--- src/rtl/rggen_rtl_pkg.sv ---
// ---------------------------------------------------------------------------
// rggen_rtl_pkg
//
// Purpose: shared types and helpers for the rggen register-map leaves.
//   - rggen_status_e    : bus response encoding shared by host and external side
//   - rggen_direction_e : access direction encoding
//   - rggen_byte_strobe : reduces one byte of a per-bit write mask to a strobe
//
// Ports: none (package).
// ---------------------------------------------------------------------------
package rggen_rtl_pkg;

    typedef enum logic [1:0] {
        RGGEN_OKAY         = 2'b00,
        RGGEN_EXOKAY       = 2'b01,
        RGGEN_SLAVE_ERROR  = 2'b10,
        RGGEN_DECODE_ERROR = 2'b11
    } rggen_status_e;

    typedef enum logic {
        RGGEN_READ  = 1'b0,
        RGGEN_WRITE = 1'b1
    } rggen_direction_e;

    // A byte lane is strobed when any bit inside it is write-enabled.
    function automatic logic rggen_byte_strobe(input logic [7:0] mask_byte);
        return |mask_byte;
    endfunction

endpackage

--- src/rtl/rggen_external_register.sv ---
// ---------------------------------------------------------------------------
// rggen_external_register
//
// Purpose: register-map leaf that forwards host accesses falling inside the
// byte window [START_ADDRESS, END_ADDRESS] to an external slave over a
// valid/ready bus, with window-relative addressing, byte-strobe generation,
// a registered request/response handshake and an optional access timeout.
//
// Ports:
//   clk, rst_n           clock, asynchronous active-low reset
//   i_request            host access valid, held until o_ready
//   i_address            host byte address
//   i_write              1 = write, 0 = read
//   i_write_data         host write data
//   i_write_mask         per-bit write enable
//   o_select             combinational window hit qualified by i_request
//   o_ready              one-cycle completion pulse
//   o_status             response (OKAY/EXOKAY/SLAVE_ERROR/DECODE_ERROR)
//   o_read_data          read data, valid with o_ready
//   o_ext_valid          external request valid
//   o_ext_address        window-relative address
//   o_ext_write          external direction
//   o_ext_write_data     external write data
//   o_ext_strobe         external byte strobes
//   i_ext_ready          external completion
//   i_ext_status         external response
//   i_ext_read_data      external read data
// ---------------------------------------------------------------------------
module rggen_external_register
    import rggen_rtl_pkg::*;
#(
    parameter int                       ADDRESS_WIDTH  = 16,
    parameter logic [ADDRESS_WIDTH-1:0] START_ADDRESS  = '0,
    parameter logic [ADDRESS_WIDTH-1:0] END_ADDRESS    = '0,
    parameter int                       DATA_WIDTH     = 32,
    parameter int                       TIMEOUT_CYCLES = 0
) (
    input  logic                       clk,
    input  logic                       rst_n,
    input  logic                       i_request,
    input  logic [ADDRESS_WIDTH-1:0]   i_address,
    input  logic                       i_write,
    input  logic [DATA_WIDTH-1:0]      i_write_data,
    input  logic [DATA_WIDTH-1:0]      i_write_mask,
    output logic                       o_select,
    output logic                       o_ready,
    output logic [1:0]                 o_status,
    output logic [DATA_WIDTH-1:0]      o_read_data,
    output logic                       o_ext_valid,
    output logic [ADDRESS_WIDTH-1:0]   o_ext_address,
    output logic                       o_ext_write,
    output logic [DATA_WIDTH-1:0]      o_ext_write_data,
    output logic [DATA_WIDTH/8-1:0]    o_ext_strobe,
    input  logic                       i_ext_ready,
    input  logic [1:0]                 i_ext_status,
    input  logic [DATA_WIDTH-1:0]      i_ext_read_data
);

    localparam int STROBE_WIDTH  = DATA_WIDTH / 8;
    localparam int COUNTER_WIDTH = (TIMEOUT_CYCLES > 1) ? $clog2(TIMEOUT_CYCLES) : 1;
    localparam bit TIMEOUT_ENABLED = (TIMEOUT_CYCLES > 0);

    localparam logic [COUNTER_WIDTH-1:0] TIMEOUT_LAST =
        (TIMEOUT_CYCLES > 0) ? COUNTER_WIDTH'(TIMEOUT_CYCLES - 1) : '0;
    localparam logic [COUNTER_WIDTH-1:0] COUNTER_MAX = '1;

    localparam logic [1:0] STATE_IDLE = 2'd0;
    localparam logic [1:0] STATE_BUSY = 2'd1;
    localparam logic [1:0] STATE_DONE = 2'd2;

    logic [1:0]               state;
    logic [COUNTER_WIDTH-1:0] timeout_counter;
    logic [ADDRESS_WIDTH:0]   start_offset;
    logic [ADDRESS_WIDTH:0]   end_distance;
    logic                     window_hit;
    logic [STROBE_WIDTH-1:0]  write_strobe;

    // Window decode done with one extra bit so the borrow flags an address
    // outside the window; this avoids wrap and keeps the compare free of
    // constant-only expressions when a bound is zero. The low bits of
    // start_offset are directly the window-relative address.
    always_comb begin
        start_offset = {1'b0, i_address} - {1'b0, START_ADDRESS};
        end_distance = {1'b0, END_ADDRESS} - {1'b0, i_address};
        window_hit   = !start_offset[ADDRESS_WIDTH] && !end_distance[ADDRESS_WIDTH];
    end

    assign o_select = i_request && window_hit;

    // Byte strobes are the per-byte OR of the write mask; reads strobe nothing.
    always_comb begin
        write_strobe = '0;
        for (int k = 0; k < STROBE_WIDTH; k++) begin
            write_strobe[k] = rggen_byte_strobe(i_write_mask[8*k +: 8]);
        end
    end

    // Access sequencer: IDLE launches the external request, BUSY waits for
    // the slave (or the timeout), DONE presents the one-cycle response.
    // External-side outputs are only loaded in IDLE so they stay stable in BUSY.
    always_ff @(posedge clk or negedge rst_n) begin
        if (!rst_n) begin
            state            <= STATE_IDLE;
            timeout_counter  <= '0;
            o_ready          <= 1'b0;
            o_status         <= RGGEN_OKAY;
            o_read_data      <= '0;
            o_ext_valid      <= 1'b0;
            o_ext_address    <= '0;
            o_ext_write      <= 1'b0;
            o_ext_write_data <= '0;
            o_ext_strobe     <= '0;
        end else begin
            case (state)
                STATE_IDLE: begin
                    if (o_select) begin
                        o_ext_valid      <= 1'b1;
                        o_ext_address    <= start_offset[ADDRESS_WIDTH-1:0];
                        o_ext_write      <= (i_write == RGGEN_WRITE);
                        o_ext_write_data <= i_write_data;
                        o_ext_strobe     <= (i_write == RGGEN_WRITE) ? write_strobe : '0;
                        state            <= STATE_BUSY;
                    end
                end
                STATE_BUSY: begin
                    // Ready has priority over a timeout expiring in the same cycle.
                    if (i_ext_ready) begin
                        o_status    <= i_ext_status;
                        o_read_data <= o_ext_write ? '0 : i_ext_read_data;
                        o_ext_valid <= 1'b0;
                        o_ready     <= 1'b1;
                        state       <= STATE_DONE;
                    end else if (TIMEOUT_ENABLED && (timeout_counter == TIMEOUT_LAST)) begin
                        o_status    <= RGGEN_SLAVE_ERROR;
                        o_read_data <= '0;
                        o_ext_valid <= 1'b0;
                        o_ready     <= 1'b1;
                        state       <= STATE_DONE;
                    end else if (timeout_counter != COUNTER_MAX) begin
                        timeout_counter <= timeout_counter + 1'b1;
                    end
                end
                STATE_DONE: begin
                    o_ready         <= 1'b0;
                    o_read_data     <= '0;
                    timeout_counter <= '0;
                    state           <= STATE_IDLE;
                end
                default: begin
                    state <= STATE_IDLE;
                end
            endcase
        end
    end

endmodule

--- config.mk ---
export PLATFORM = sky130hd
export DESIGN_NAME = rggen_external_register
export DESIGN_NICKNAME = d
export VERILOG_FILES = /design/src/rtl/rggen_rtl_pkg.sv /design/src/rtl/rggen_external_register.sv
export SDC_FILE = /design/constraint.sdc
export NUM_CORES = 1
export LEC_CHECK = 0
export ABC_AREA = 0
export BUFFER_PORTS_ARGS = -buffer_cell sky130_fd_sc_hd__buf_2
export CAP_MARGIN = 5
export CORE_ASPECT_RATIO = 0.9
export CORE_MARGIN = 1.5
export CORE_UTILIZATION = 35
export DETAILED_ROUTE_END_ITERATION = 8
export PLACE_DENSITY = 0.67
export SLEW_MARGIN = 40
export SYNTH_ARGS = -nofsm -noshare
export SYNTH_HDL_FRONTEND = slang
export SYNTH_SLANG_ARGS = --single-unit
--- constraint.sdc ---
create_clock -name clk -period 1.98 [get_ports clk]
set_input_delay 0.198 -clock clk [delete_from_list [all_inputs] [get_ports clk]]
set_output_delay 0.198 -clock clk [all_outputs]
set_load 0.02 [all_outputs]
==> reports/metrics.yaml, run 1 <==
outcome: "finished, final reports clean"
cts_buffers: 9
worstSetupPathType: "register to register"
maxSlewViolCount: 0
worst_setup_path_end_kind: "register"
pin_count: 209
arrival_ns: 1.89
ys_seq_elements: 91
syn-num-nets: 356
h-tree-depth: 3
dieArea_um2: 10390
stdcell_count: 582
p_leak_nw: 2.837
nNetsFinal: 570
grt_pass1_vias: 2731
area_delta_synth_final_pct: 41.51
antenna_found_initial: 0
die_h_um: 96.84
p_seq_frac: 0.557
tightest_slew_ns: 0.3467
postCtsSetupBuffers: 0
worst_setup_path_start_kind: "register"
drtIter0Drc: 67
rsz0062_at_grt: "false"
core-area_um2: 9572
viasPerCell: 4.593
skew_ns: 0.009214
ys_types: 24
irDropWorstVdd_mv: 0.3595
dp_cells: 565
fp.dieW_um: 107.3
via_count: 2673
fin_tns_setup_ns: 0
synth_top_area_cell: "dfrtp_1"
synth_top_area_share: 0.6650
grt_overflow: 0
syn_avg_cell_area_um2: 14.45
power.share.switching: 0.2254
io_buffer_count: 208
cts_tree: "built"
synth_area_leaders: "dfrtp_1 (66%), mux2_2 (12%), a22o_1 (8.2%)"
drtPass1Iterations: 4
max_cap_violations: 0
grtUsageTotal: 0.1593
yosysSeqAreaShare: 0.6650
power_frac_comb: 0.052
clock_sinks: 91
power_density_nw_per_um2: 687.8
root_buffer: "clkbuf_8"
netSwitchingPower_mw: 0.7512
finalHoldViolCount: 0
fp-row-count: 34
hp-class: "primary input to register"
crit_fanout: 54
required_ns: 2.22
clockPowerShare: 0.391
internal_power_mw: 2.582
clock_path_buffers: 2
syn-cell-area_um2: 3425
start_util: 0.3578
gp_congestion: 0.7535
drt-total-wl_mm: 8.154
ant_nets: 0
dp_hpwl_mm: 6.138
drive_gt1_frac: 0.5921
max-slew-margin-rel: 0.7656
period_minus_slack_ns: 1.658
clk_latency_ns: 0.35
grt_max_degree: 55
route.detailed.drc: 0
setup_viol: 0
antenna_cells: 0
detail_route.wl_per_cell_um: 14.01
ys_warn_count: 0
cts.clk_slew.worst_paths_ns: 0.09
grt_pass1_wl_mm: 12.99
max_clock_freq_ghz: 0.6033
syn_inst: 237
final.period_utilization: 0.8372
==> cells in the mapped netlist (all sizes together) <==
| master | instances |
|---|---|
| a21boi | 4 |
| dfrtp | 91 |
| buf | 6 |
| nor4b | 1 |
| nor3 | 1 |
| a21o | 1 |
| nor2b | 17 |
| mux2 | 37 |
| nand2b | 1 |
| clkbuf | 7 |
| nor2 | 3 |
| a21oi | 4 |
| nand3 | 1 |
| o21ai | 3 |
| a22o | 32 |
| nor4 | 11 |
| or2 | 1 |
| nand2 | 13 |
| or3 | 1 |
| inv | 2 |
==> metal layers <==
metal	up-vias	part of all wire	track usage
li1	1279	-	-
met1	1274	0.45	0.2048
met2	106	0.46	0.2479
met3	14	0.077	0.05391
met4	0	0.016	0.06051
met5	-	0	0
==> critical path, stage by stage, from the launching register on <==
cell and delay, ns:
dfrtp_1 0.39, buf_4 0.17, nor4_4 0.30, buf_12 0.30
mux2_2 0.37
==> registers in the layout, indices dropped and copies added (netlist names) <==
signal and flops:
state 2, o_ext_write_data 32, o_ext_strobe 4, o_ext_write 1, o_ready 1, o_status 2, o_ext_valid 1, o_ext_address 16
o_read_data 32
==> area by class of cell <==
type,instances,area (um2)
Clock buffer,10,137.6
Inverter,2,7.507
Multi-Input combinational cell,131,1064
Sequential cell,91,2277
Clock inverter,6,71.32
Tap cell,126,157.7
Fill cell,884,4726
Timing Repair Buffer,216,1131
==> final timing paths <==
kind | from | endpoint | slack [ns] | cells past startpoint
max | state[0] | o_ext_write_data[19] | 0.32 | 4
min | i_ext_status[1] | o_status[1] | 0.04 | 3
max reg2reg | state[0] | o_ext_write_data[19] | 0.32 | 4
min reg2reg | o_status[1] | o_status[1] | 0.48 | 2
max in group asynchronous | rst_n | o_read_data[10] | 1.06 | 3
min in group asynchronous | rst_n | o_ext_write_data[18] | 0.28 | 2
==> power by group through the flow <==
stage	combinational (mW)	clock, mW	sequential (mW)
after CTS	0.177	1.35	1.86
final	0.173	1.30	1.86
after global routing	0.195	1.42	1.86
after detailed placement	0.175	0	1.89
after global placement	0.170	0	1.89
after floorplan	0.0117	0	1.90
==> stage by stage <==
stage          hold WS, ns  setup WS, ns  cell area (um2)  power (mW)  utilization
3_5_place_dp        0.1270       0.02281             4627       2.069       0.4834
3_3_place_gp        0.1311       0.03484             4627       2.064       0.4834
2_1_floorplan     -0.09759        0.2138             3425       1.907            -
6_report           0.03850        0.3223             4846       3.333       0.5063
5_1_grt            0.02365        0.2459             4846       3.477       0.5063
4_1_cts            0.01940        0.3050             4846       3.388       0.5063
==> what timing repair did <==
action | CTS | global route
endpoints found under the hold margin | 24 | 0
hold buffers | 1 | 0
gates resized for setup | 0 | 0
==> cells in the final DEF, fill, tap and decap left out <==
cell type and count:
nor4b_1 1, inv_6 2, nor3_1 1, buf_12 2, dlygate4sd3_1 1, nand2b_1 1
a21oi_2 1, buf_2 207, a21o_1 1, dfrtp_1 91, nor4_4 1, nor4_1 10
nand2_1 13, nor2_1 2, bufinv_16 1, or3_1 1, or2_2 1, o21ai_0 3
a22o_1 32, clkinvlp_4 2, a21oi_1 3, a21boi_0 4, mux2_2 35, buf_4 6
nand3_1 1, inv_1 2, nor2b_1 17, nor2_2 1, clkbuf_8 10, clkinv_4 1
mux2_1 2
==> logic make-up after synthesis <==
family,synth area share
buffers and inverters,0.02630
AO/OA/AOI/OAI,0.1030
multiplexers,0.1217
AND/OR/NAND/NOR,0.08403
flip-flops,0.6650
No activity file was read; power rests on OpenSTA's default activity.
==> inputs of run 2 (changes only) <==
ABC_AREA = 1   (was 0)
PLACE_DENSITY = default   (was 0.67)
clock period = 1.6 ns   (was 1.98 ns; I/O delays follow)
==> run 2 against run 1 <==
Clock-buffer cell count up 3. Sequential share of layout area is 6.0 points lower. Combinational power rose to 3.2 times the previous value. Critical endpoint is now o_read_data[28].
==> reports/metrics.yaml, run 2 <==
outcome: "finished, final reports clean"
grt_pass1_wl_mm: 16.14
cts_resized: 0
maxSlewViolCount: 0
drtPass1Iterations: 4
dp_cells: 780
yosysSeqAreaShare: 0.5668
max_cap_violations: 0
grt_pass1_vias: 3551
rsz0062_at_grt: "false"
synthTopCellsByCount: "nand2_1 (115), dfrtp_1 (91), inv_1 (86), nor2_1 (38), nand3_1 (36)"
area_delta_synth_final_pct: 38.15
synth_top_area_share: 0.5668
clk_latency_ns: 0.34
fp.dieW_um: 115.9
syn_inst: 429
syn-cell-area_um2: 4018
pin_count: 209
synth_flop_cell: "dfrtp_1"
ys_seq_elements: 91
skew_ns: 0.007005
drive_gt1_frac: 0.4211
grtUsageTotal: 0.1684
fin_tns_setup_ns: 0
final.period_utilization: 0.9022
worstSetupPathType: "register to register"
cts_buffers: 9
worstSetupStartpoint: "state[1]"
dpl-instance-area_um2: 5224
yosysMostFrequentCell: "nand2_1"
h-tree-depth: 3
fp-row-count: 36
viasPerCell: 4.366
dieArea_um2: 12130
finalHoldViolCount: 0
grt_overflow: 0
power_density_nw_per_um2: 920.6
dpl_worst_slack_ns: 0.1373
ant_nets: 0
rr_startpoint: "state[1]"
clock_path_buffers: 2
path_delay_family: "simple AND/OR/NAND/NOR gates"
core-area_um2: 10990
synth_area_leaders: "dfrtp_1 (57%), nand2_1 (11%), o22ai_2 (9.3%)"
crit_path_cell_trace: "inv_1 -> nand3_4 -> or2_2 -> buf_12 -> o22ai_1"
drt-total-wl_mm: 9.751
ys_warn_count: 0
antenna_found_initial: 0
ys_types: 19
async_flop_share: 1.000
worst_setup_path_end_kind: "register"
cts_tree: "built"
io_buffer_count: 208
required_ns: 1.86
antenna_cells: 0
nNetsFinal: 760
irDropWorstVdd_mv: 0.6433
root_buffer: "clkbuf_16"
stdcell_count: 798
period_minus_slack_ns: 1.443
grt_max_degree: 46
dp_hpwl_mm: 7.340
cp_num_buf_inv: 2
synth_enable_flop_cells: 0
drtIter0Drc: 179
max-slew-margin-rel: 0.7042
arrival_ns: 1.70
final_util: 0.5050
route.detailed.drc: 0
max_clock_freq_ghz: 0.6928
gp_congestion: 0.8151
regArea_um2: 2277
synth_top_area_cell: "dfrtp_1"
fin_area_um2: 5550
syn_avg_cell_area_um2: 9.365
finalWorstSetupSlack_ns: 0.1565
tightest_slew_ns: 0.4436
final_cell_mix: "buf_2 (207), nand2_1 (115), dfrtp_1 (91)"
syn-num-nets: 548
layout_commonest_cell: "buf_2"
p_leak_nw: 3.417
biggestRegsByFlops: "o_ext_write_data (32), o_read_data (32), o_ext_address (16)"
worst_setup_path_start_kind: "register"
setup_viol: 0
via_count: 3484
cts.clk_slew.worst_paths_ns: 0.06
rrSetupSlack_ns: 0.16
hp-class: "primary input to register"
crit_fanout: 32
start_util: 0.3656
worstHoldStart: "i_ext_status[1]"
detail_route.wl_per_cell_um: 12.22
nFillCells: 1075
slowest_delay_ns: 0.39
slowest_stage: "dfrtp_1"
multi_input_area_um2: 1265
clock_sinks: 91
die_h_um: 104.6
run 2: cell count changes in the layout (fill, tap and decap cells not counted), sizes merged, moves of 3 or more:
cell | before | now
nor2 | 3 | 40
nand2 | 13 | 116
mux2 | 37 | 0
buf | 215 | 218
nor2b | 17 | 0
o22ai | 0 | 32
a21boi | 4 | 0
nand3 | 1 | 39
a22o | 32 | 0
a21oi | 4 | 0
inv | 4 | 86
clkbuf | 10 | 13
nor4 | 11 | 0
run 2: worst register-to-register path, cell delays in order (launching register included):
cell and delay (ns):
dfrtp_1 0.39, inv_1 0.18, nand3_4 0.14, or2_2 0.33
buf_12 0.19, o22ai_1 0.14
run 2: cell families (layout without fill, tap and decap cells):
| family | after synthesis | count (layout) | synth area share |
|---|---|---|---|
| compound gates | 36 | 36 | 0.1015 |
| flops | 91 | 91 | 0.5668 |
| buf+inv | 105 | 322 | 0.1218 |
| simple gates | 197 | 197 | 0.2099 |
run 2: path summary, 6_finish.rpt:
path                                          end  depth (start not counted)
max in group asynchronous          o_read_data[1]                          3
min in group asynchronous         o_ext_strobe[0]                          2
worst min register to register  o_ext_address[13]                          2
worst max-delay path              o_read_data[28]                          5
worst max register to register    o_read_data[28]                          5
worst min-delay path                  o_status[1]                          3
run 2: timing repair:
item                      CTS  global route
setup buffers               0             0
hold endpoints to repair   33             0
hold buffers                2             0
run 2: area by class of cell:
class,count,area share
Timing Repair Buffer,220,0.2142
Clock inverter,3,0.008341
Tap cell,152,0.03427
Multi-Input combinational cell,233,0.2279
Sequential cell,91,0.4103
Clock buffer,13,0.04689
Inverter,86,0.05816
run 2: through the flow:
| stage | power [mW] | hold slack (ns) |
|---|---|---|
| detailed placement | 3.012 | 0.1406 |
| floorplan | 2.710 | -0.1356 |
| CTS | 5.195 | 0.003852 |
| global placement | 3.001 | 0.1401 |
| global route | 5.339 | 0.02809 |
| finish | 5.109 | 0.01910 |
run 2: per-layer routing:
| metal | track usage | routed length (um) |
|---|---|---|
| met1 | 0.1956 | 4030 |
| met2 | 0.2815 | 4721 |
| met4 | 0.08275 | 307 |
| met5 | 0 | 0 |
| met3 | 0.04872 | 692 |
run 2: power by group:
part | internal (mW) | switching [mW]
sequential | 2.37 | 0.0370
clock | 1.30 | 0.845
combinational | 0.259 | 0.295
total | 3.93 | 1.18
